==> config.mk <==
export PLATFORM = sky130hd
export DESIGN_NAME = seq_div16
export DESIGN_NICKNAME = d
export VERILOG_FILES = /design/src/rtl/seq_div16.sv
export SDC_FILE = /design/constraint.sdc
export NUM_CORES = 1
export LEC_CHECK = 0
export BUFFER_PORTS_ARGS = -buffer_cell sky130_fd_sc_hd__buf_2
export CAP_MARGIN = 30
export CORE_MARGIN = 2
export CORE_UTILIZATION = 55
export CTS_CLUSTER_DIAMETER = 40
export DETAILED_ROUTE_END_ITERATION = 7
export PLACE_DENSITY = 0.77
export REMOVE_ABC_BUFFERS = 1
export SLEW_MARGIN = 15
export SYNTH_ARGS = -nofsm -noshare
export SYNTH_HDL_FRONTEND = slang
export SYNTH_SLANG_ARGS = --single-unit
export TNS_END_PERCENT = 50
==> constraint.sdc <==
create_clock -name clk -period 4.7 [get_ports clk]
set_input_delay 0.235 -clock clk [delete_from_list [all_inputs] [get_ports clk]]
set_output_delay 0.235 -clock clk [all_outputs]
set_load 0.1 [all_outputs]
==> src/rtl/seq_div16.sv <==
// seq_div16: iterative unsigned restoring divider.
// One quotient bit per clock, using a single WIDTH+1-bit subtract per step
// (A + ~B + 1, borrow taken from the inverted carry-out). Start/done
// handshake; results and the divide-by-zero flag hold until the next
// operation completes.
//
// state   | meaning
// --------+-----------------------------------------------------------
// ST_IDLE | ready=1, waiting for start; operands captured on accept
// ST_RUN  | one restoring iteration per edge, counter 0..WIDTH-1;
//         | a zero divisor is resolved on the first RUN edge instead
// ST_DONE | done=1 for one cycle, results valid, back to IDLE

module seq_div16 #(
    parameter int WIDTH = 16
) (
    input  logic             clk,
    input  logic             rst_n,
    input  logic             start,
    input  logic [WIDTH-1:0] dividend,
    input  logic [WIDTH-1:0] divisor,
    output logic             ready,
    output logic             busy,
    output logic             done,
    output logic [WIDTH-1:0] quotient,
    output logic [WIDTH-1:0] remainder,
    output logic             div_by_zero
);

    localparam int CNT_W = (WIDTH > 2) ? $clog2(WIDTH) : 1;
    localparam logic [CNT_W-1:0] CNT_LAST = CNT_W'(WIDTH - 1);

    typedef enum logic [1:0] {
        ST_IDLE = 2'd0,
        ST_RUN  = 2'd1,
        ST_DONE = 2'd2
    } state_t;

    state_t           state_q,     state_d;
    logic [CNT_W-1:0] cnt_q,       cnt_d;
    // The partial remainder is always below the divisor between steps, so
    // WIDTH bits hold it; the extra bit exists only in the shifted value.
    logic [WIDTH-1:0] rem_q,       rem_d;
    logic [WIDTH-1:0] shq_q,       shq_d;
    logic [WIDTH-1:0] dvs_q,       dvs_d;
    logic [WIDTH-1:0] quotient_q,  quotient_d;
    logic [WIDTH-1:0] remainder_q, remainder_d;
    logic             dbz_q,       dbz_d;

    logic [WIDTH:0]   rem_shift;
    logic [WIDTH+1:0] sub_sum;
    logic             no_borrow;
    logic [WIDTH-1:0] rem_next;
    logic [WIDTH-1:0] shq_next;

    // One restoring step: shift in the next dividend bit, trial-subtract.
    always_comb begin
        rem_shift = {rem_q, shq_q[WIDTH-1]};
        sub_sum   = {1'b0, rem_shift} + {1'b0, ~{1'b0, dvs_q}} + (WIDTH+2)'(1);
        // A successful subtract always leaves a value below the divisor, so
        // bit WIDTH of the difference is zero whenever carry-out is set.
        no_borrow = sub_sum[WIDTH+1] & ~sub_sum[WIDTH];
        rem_next  = no_borrow ? sub_sum[WIDTH-1:0] : rem_shift[WIDTH-1:0];
        shq_next  = {shq_q[WIDTH-2:0], no_borrow};
    end

    // Next-state and datapath control; everything holds unless changed.
    always_comb begin
        state_d     = state_q;
        cnt_d       = cnt_q;
        rem_d       = rem_q;
        shq_d       = shq_q;
        dvs_d       = dvs_q;
        quotient_d  = quotient_q;
        remainder_d = remainder_q;
        dbz_d       = dbz_q;

        case (state_q)
            ST_IDLE: begin
                if (start) begin
                    shq_d   = dividend;
                    dvs_d   = divisor;
                    rem_d   = '0;
                    cnt_d   = '0;
                    state_d = ST_RUN;
                end
            end
            ST_RUN: begin
                if (dvs_q == '0) begin
                    // No iterations: the shift register still holds the dividend.
                    quotient_d  = '1;
                    remainder_d = shq_q;
                    dbz_d       = 1'b1;
                    cnt_d       = '0;
                    state_d     = ST_DONE;
                end else begin
                    rem_d = rem_next;
                    shq_d = shq_next;
                    cnt_d = cnt_q + CNT_W'(1);
                    if (cnt_q == CNT_LAST) begin
                        quotient_d  = shq_next;
                        remainder_d = rem_next;
                        dbz_d       = 1'b0;
                        cnt_d       = '0;
                        state_d     = ST_DONE;
                    end
                end
            end
            ST_DONE: begin
                state_d = ST_IDLE;
            end
            default: begin
                state_d = ST_IDLE;
            end
        endcase
    end

    // State and datapath registers with synchronous active-low reset.
    always_ff @(posedge clk) begin
        if (!rst_n) begin
            state_q     <= ST_IDLE;
            cnt_q       <= '0;
            rem_q       <= '0;
            shq_q       <= '0;
            dvs_q       <= '0;
            quotient_q  <= '0;
            remainder_q <= '0;
            dbz_q       <= 1'b0;
        end else begin
            state_q     <= state_d;
            cnt_q       <= cnt_d;
            rem_q       <= rem_d;
            shq_q       <= shq_d;
            dvs_q       <= dvs_d;
            quotient_q  <= quotient_d;
            remainder_q <= remainder_d;
            dbz_q       <= dbz_d;
        end
    end

    // Handshake flags decode straight from the state register.
    always_comb begin
        ready       = (state_q == ST_IDLE);
        busy        = (state_q == ST_RUN);
        done        = (state_q == ST_DONE);
        quotient    = quotient_q;
        remainder   = remainder_q;
        div_by_zero = dbz_q;
    end

endmodule

==> Word-level counts from Yosys, hierarchy flattened <==
Cells that the tools add are included.
{ "word_totals": {"regBits": 87, "input_bits": 35} }
{ "classes": {"add_sub_neg": 3, "n_eq_ne": 6, "muxes": 21, "n_bitwise": 3, "reduce_logical": 9} }
{ "ops": {"columns": ["op", "count"], "rows": [
  ["two-way mux 16 bit", 9],
  ["one-hot mux 16 bit (2 select lines)", 2],
  ["adder 17 x 17 -> 18 bit", 1],
  ["adder 18 x 1 -> 18 bit, second input constant", 1],
  ["NOT 16 -> 17 bit", 1],
  ["logical NOT 16 bit", 1],
  ["two-way mux 4 bit", 3],
  ["one-hot mux 4 bit (2 select lines)", 1],
  ["AND reduction 2 bit", 4],
  ["two-way mux 2 bit", 3],
  ["adder 4 x 1 -> 4 bit, second input constant", 1],
  ["equality test 4 bit, second input constant", 1],
  ["!= test 2 bit, second input constant", 2],
  ["one-hot mux 2 bit (2 select lines)", 1],
  ["nonzero test 2 bit", 2],
  ["!= test 3 x 1 -> 1 bit, second input constant", 1],
  ["AND reduction 3 bit", 1],
  ["equality test 2 x 1 -> 1 bit, second input constant", 1],
  ["equality test 2 bit, second input constant", 1],
  ["logical NOT 2 bit", 1],
  ["two-way mux 1 bit", 2],
  ["AND 1 bit", 1],
  ["NOT 1 bit", 1]
]} }

==> Logic depth before layout (Yosys ltp) <==
{ "logic_depth": {"depth_word": 8, "ltp_mapped": 13} }

==> Worst setup path after synthesis <==
Ideal clock, no wire load.
{ "synth_path": {"path_type": "register to register", "start": "register state_q[0]", "end": "register shq_q[11]", "arrival_time_ns": 2.851, "required_time_ns": 4.584, "path_slack_ns": 1.733, "stages_incl_launch_ff": 7, "cell_sequence": "dfxtp_1 -> nor2_1 -> nand2_1 -> o21ai_0 -> clkbuf_1 -> nand3_1 -> o211a_1"} }
{ "synth_between": {"elab_chain_len": 3, "word_cells_on_any_way": 7} }
{ "synth_lines": {"columns": ["item", "line", "rtl"], "rows": [
  ["start: declaration", "39", "state_t state_q, state_d;"],
  ["start signal: assignment", "130", "state_q <= state_d;"],
  ["logical NOT 2 bit *", null, null],
  ["net ready", "22", "output logic ready,"],
  ["!= test 2 bit (no line) / nonzero test 2 bit (equally long branches)", null, null],
  ["AND reduction 3 bit (no line)", null, null],
  ["end signal: assignment", "133", "shq_q <= shq_d;"],
  ["end: declaration", "44", "logic [WIDTH-1:0] shq_q, shq_d;"]
]} }
Mark *: on every way through the listed nets, which the timed path passes. The rest lies on a longest branch.
A chain may end at the register's enable or synchronous reset.

==> Worst setup path in the final report <==
{ "layout_path": {"start": "register state_q[1]", "end": "register quotient_q[0], in the netlist quotient[0]"} }
{ "layout_between": {"elab_chain_len": 2} }
{ "layout_lines": {"columns": ["item", "line", "rtl"], "rows": [
  ["equality test 2 x 1 -> 1 bit", "78", "case (state_q)"],
  ["AND reduction 2 bit (no line)", null, null],
  ["end signal: assignment", "135", "quotient_q <= quotient_d;"],
  ["end: declaration", "46", "logic [WIDTH-1:0] quotient_q, quotient_d;"]
]} }
No other way between the ends.

==> results.cfg <==
[global_routing]
grt_max_degree = 76
gr-total-overflow = 0
track_usage_pct = 26.6
antenna_found_initial = 0
grt_first_pass_wirelength_um = 21100
grt_pass1_vias = 4325

[placed_design]
placed_cells = 727
io_buffers = 70
pre_cts_slack_ns = 1.39
place_congestion = 0.885
placed_cell_area_sq_mm = 0.00523
hpwl_um = 9160

[floorplan]
die_h_um = 98.3
coreArea_sq_mm = 0.00868
die_w_um = 98.3
io_pins = 71
start_util_pct = 56.3
dieArea_sq_mm = 0.00966
rows = 34

[setup_path]
critPathLaunch = state_q[1]$_SDFFE_PN0P_
path_delay_family = simple AND/OR/NAND/NOR gates
path_buf_inv = 1
r2r-start = state_q[1]$_SDFFE_PN0P_
worst-path-stages = 6
critPathMaxStageDelay_ns = 0.74
cp-start-kind = flop
critPathKind = flop to flop
critPathCapture = quotient[0]$_SDFFE_PN0P_
crit_path_max_fanout = 22
crit_arrival_ns = 3.62
ff2ff_setup_slack_ns = 1.37
crit_chain = nand2b_1 -> inv_1 -> and2_1 -> nand2b_1 -> o21ai_0 -> a31oi_1
cp.required_ns = 4.99
r2r_cells = 6
crit_path_top_delay_cell = inv_1
cp_common_cell = nand2b_1
reg2reg_to = quotient[0]$_SDFFE_PN0P_
crit_path_end_kind = flop

[clock_tree]
cts_setup_buffers = 0
cts_max_level = 3
clock_latency_ns = 0.37
cts_buffers = 9
cts_resized = 0
clock_sinks = 87
cts_tree = yes
cts.path.max_buffers = 2
cts-hold-fix-buffers = 0
cts.reportedPaths.clkPinSlew_ns = 0.09
clock-root-buffer = clkbuf_8

[min_path]
hold_class = primary input to flop
min-delay-start = divisor[15]

[timing]
max_slew_margin_pct = 36.7
fmax_ghz = 0.300
grt_setup_unrepaired = false
worst_clock_skew_ns = 0.0192
fin_hold_ws_ns = 0.114
tightest_slew_ns = 0.944
post-route-period-util_pct = 70.9
worst_slack_ns = 1.37
maxSlewViolCount = 0
period_needed_ns = 3.33
setup_violations = 0
timing.final.hold_violations = 0
setup-tns-final_ns = 0

[yosys]
synth_ff_type = dfxtp_1
synth_seq_cells = 87
synth_cells = 588
async_flop_share_pct = 0
synth_edf_count = 0
synthesis.area_sq_mm = 0.00489
yosys_warnings = 0
yosysUniqueCellTypes = 70
avgSynthCellArea_sq_um = 8.32
ys_seq_area_share_pct = 35.6

[drt]
wirelength_um = 12700
vias = 4545
antenna_left = 0
drcViolationCount = 0
wire_per_inst_um = 17.1
dr.pass1.iters = 5
post_drt_via_cell_ratio = 6.11
drt-initial-drc-count = 369

[power_and_ir_drop]
p_per_area_mw_per_mm2 = 346
p_leak_nw = 2.41
peakVddDrop_mv = 0.194
total_power_mw = 1.87

[cells_and_area]
drive_gt1_share_pct = 19.2
final_cells = 744
antenna_cells = 0
fin_area_sq_mm = 0.00541
syn2layout_area_growth_pct = 10.7
final_core_util_pct = 62.4
nets = 684

[job]
maxCapViolations = 0

[run_status]
run_status = finished, final reports clean
==> layout make-up <==
| class | count | area [sq um] |
|---|---|---|
| fillers | 777 | 3260 |
| multi-input cells | 431 | 2870 |
| flip-flops and latches | 87 | 1740 |
| repair buffers | 74 | 384 |
| well taps | 108 | 135 |
| clock buffers | 10 | 128 |
| inverters | 28 | 105 |
| clock inverters | 6 | 51.3 |
==> cell usage after synthesis (all sizes together), types with 17 or more instances <==
cell / number / area, sq um
nand3: 30 / 150
a21oi: 23 / 130
dfxtp: 87 / 1740
a21boi: 17 / 128
nand2: 115 / 434
nand4: 26 / 163
clkbuf: 26 / 97.6
inv: 28 / 105
ha: 17 / 213
o21ai: 24 / 124
==> power by group <==
part / internal, mW / switching (mW) / total, mW
Clock: 0.200 / 0.298 / 0.499
Combinational: 0.173 / 0.381 / 0.554
Sequential: 0.781 / 0.0403 / 0.821
Total: 1.15 / 0.720 / 1.87
==> tightest hold or removal path, cell delays in order <==
cell,delay (ns)
buf_2,0.09
nand2_1,0.04
a21boi_0,0.06
==> placed cells by master (no fill, tap or decap), types with 9 or more instances in the layout <==
cell and count:
a21boi_0 17, a21oi_1 21, a22o_1 16, buf_2 70, clkbuf_8 9, dfxtp_1 87
ha_1 17, inv_1 28, nand2_1 114, nand3_1 30, nand4_1 26, nor2_1 13
o211a_1 16, o21ai_0 20, o221a_2 15
==> worst min-delay path by stage <==
stage	depth (start not counted)	endpoint
floorplan	2	remainder[2]$_SDFFE_PN0P_
global placement	2	dvs_q[4]$_SDFFE_PN0P_
detailed placement	2	dvs_q[7]$_SDFFE_PN0P_
CTS	3	dvs_q[11]$_SDFFE_PN0P_
global route	3	dvs_q[15]$_SDFFE_PN0P_
finish	3	dvs_q[15]$_SDFFE_PN0P_
==> layer usage <==
metal | track usage, % | up-vias | part of all wire [%]
li1 | - | 2252 | -
met1 | 36.6 | 2101 | 47
met3 | 4.51 | 23 | 6.0
met5 | 0 | - | 0
met2 | 41.5 | 169 | 45
met4 | 10.6 | 0 | 2.4
==> registers in the layout, indices dropped and copies added, names as in the netlist <==
register / flops
state_q: 2
dvs_q: 16
rem_q: 16
quotient: 16
shq_q: 16
div_by_zero: 1
remainder: 16
cnt_q: 4
==> cell families after synthesis <==
logic type	after synthesis	share of synthesized area [%]
buffers and inverters	70	5.94
AO/OA/AOI/OAI	171	28.5
adder cells (fa/ha/maj)	18	4.76
XOR/XNOR	14	2.81
AND/OR/NAND/NOR	224	21.5
multiplexers	4	0.870
flip-flops	87	35.6
No activity file was read; power rests on OpenSTA's default activity.
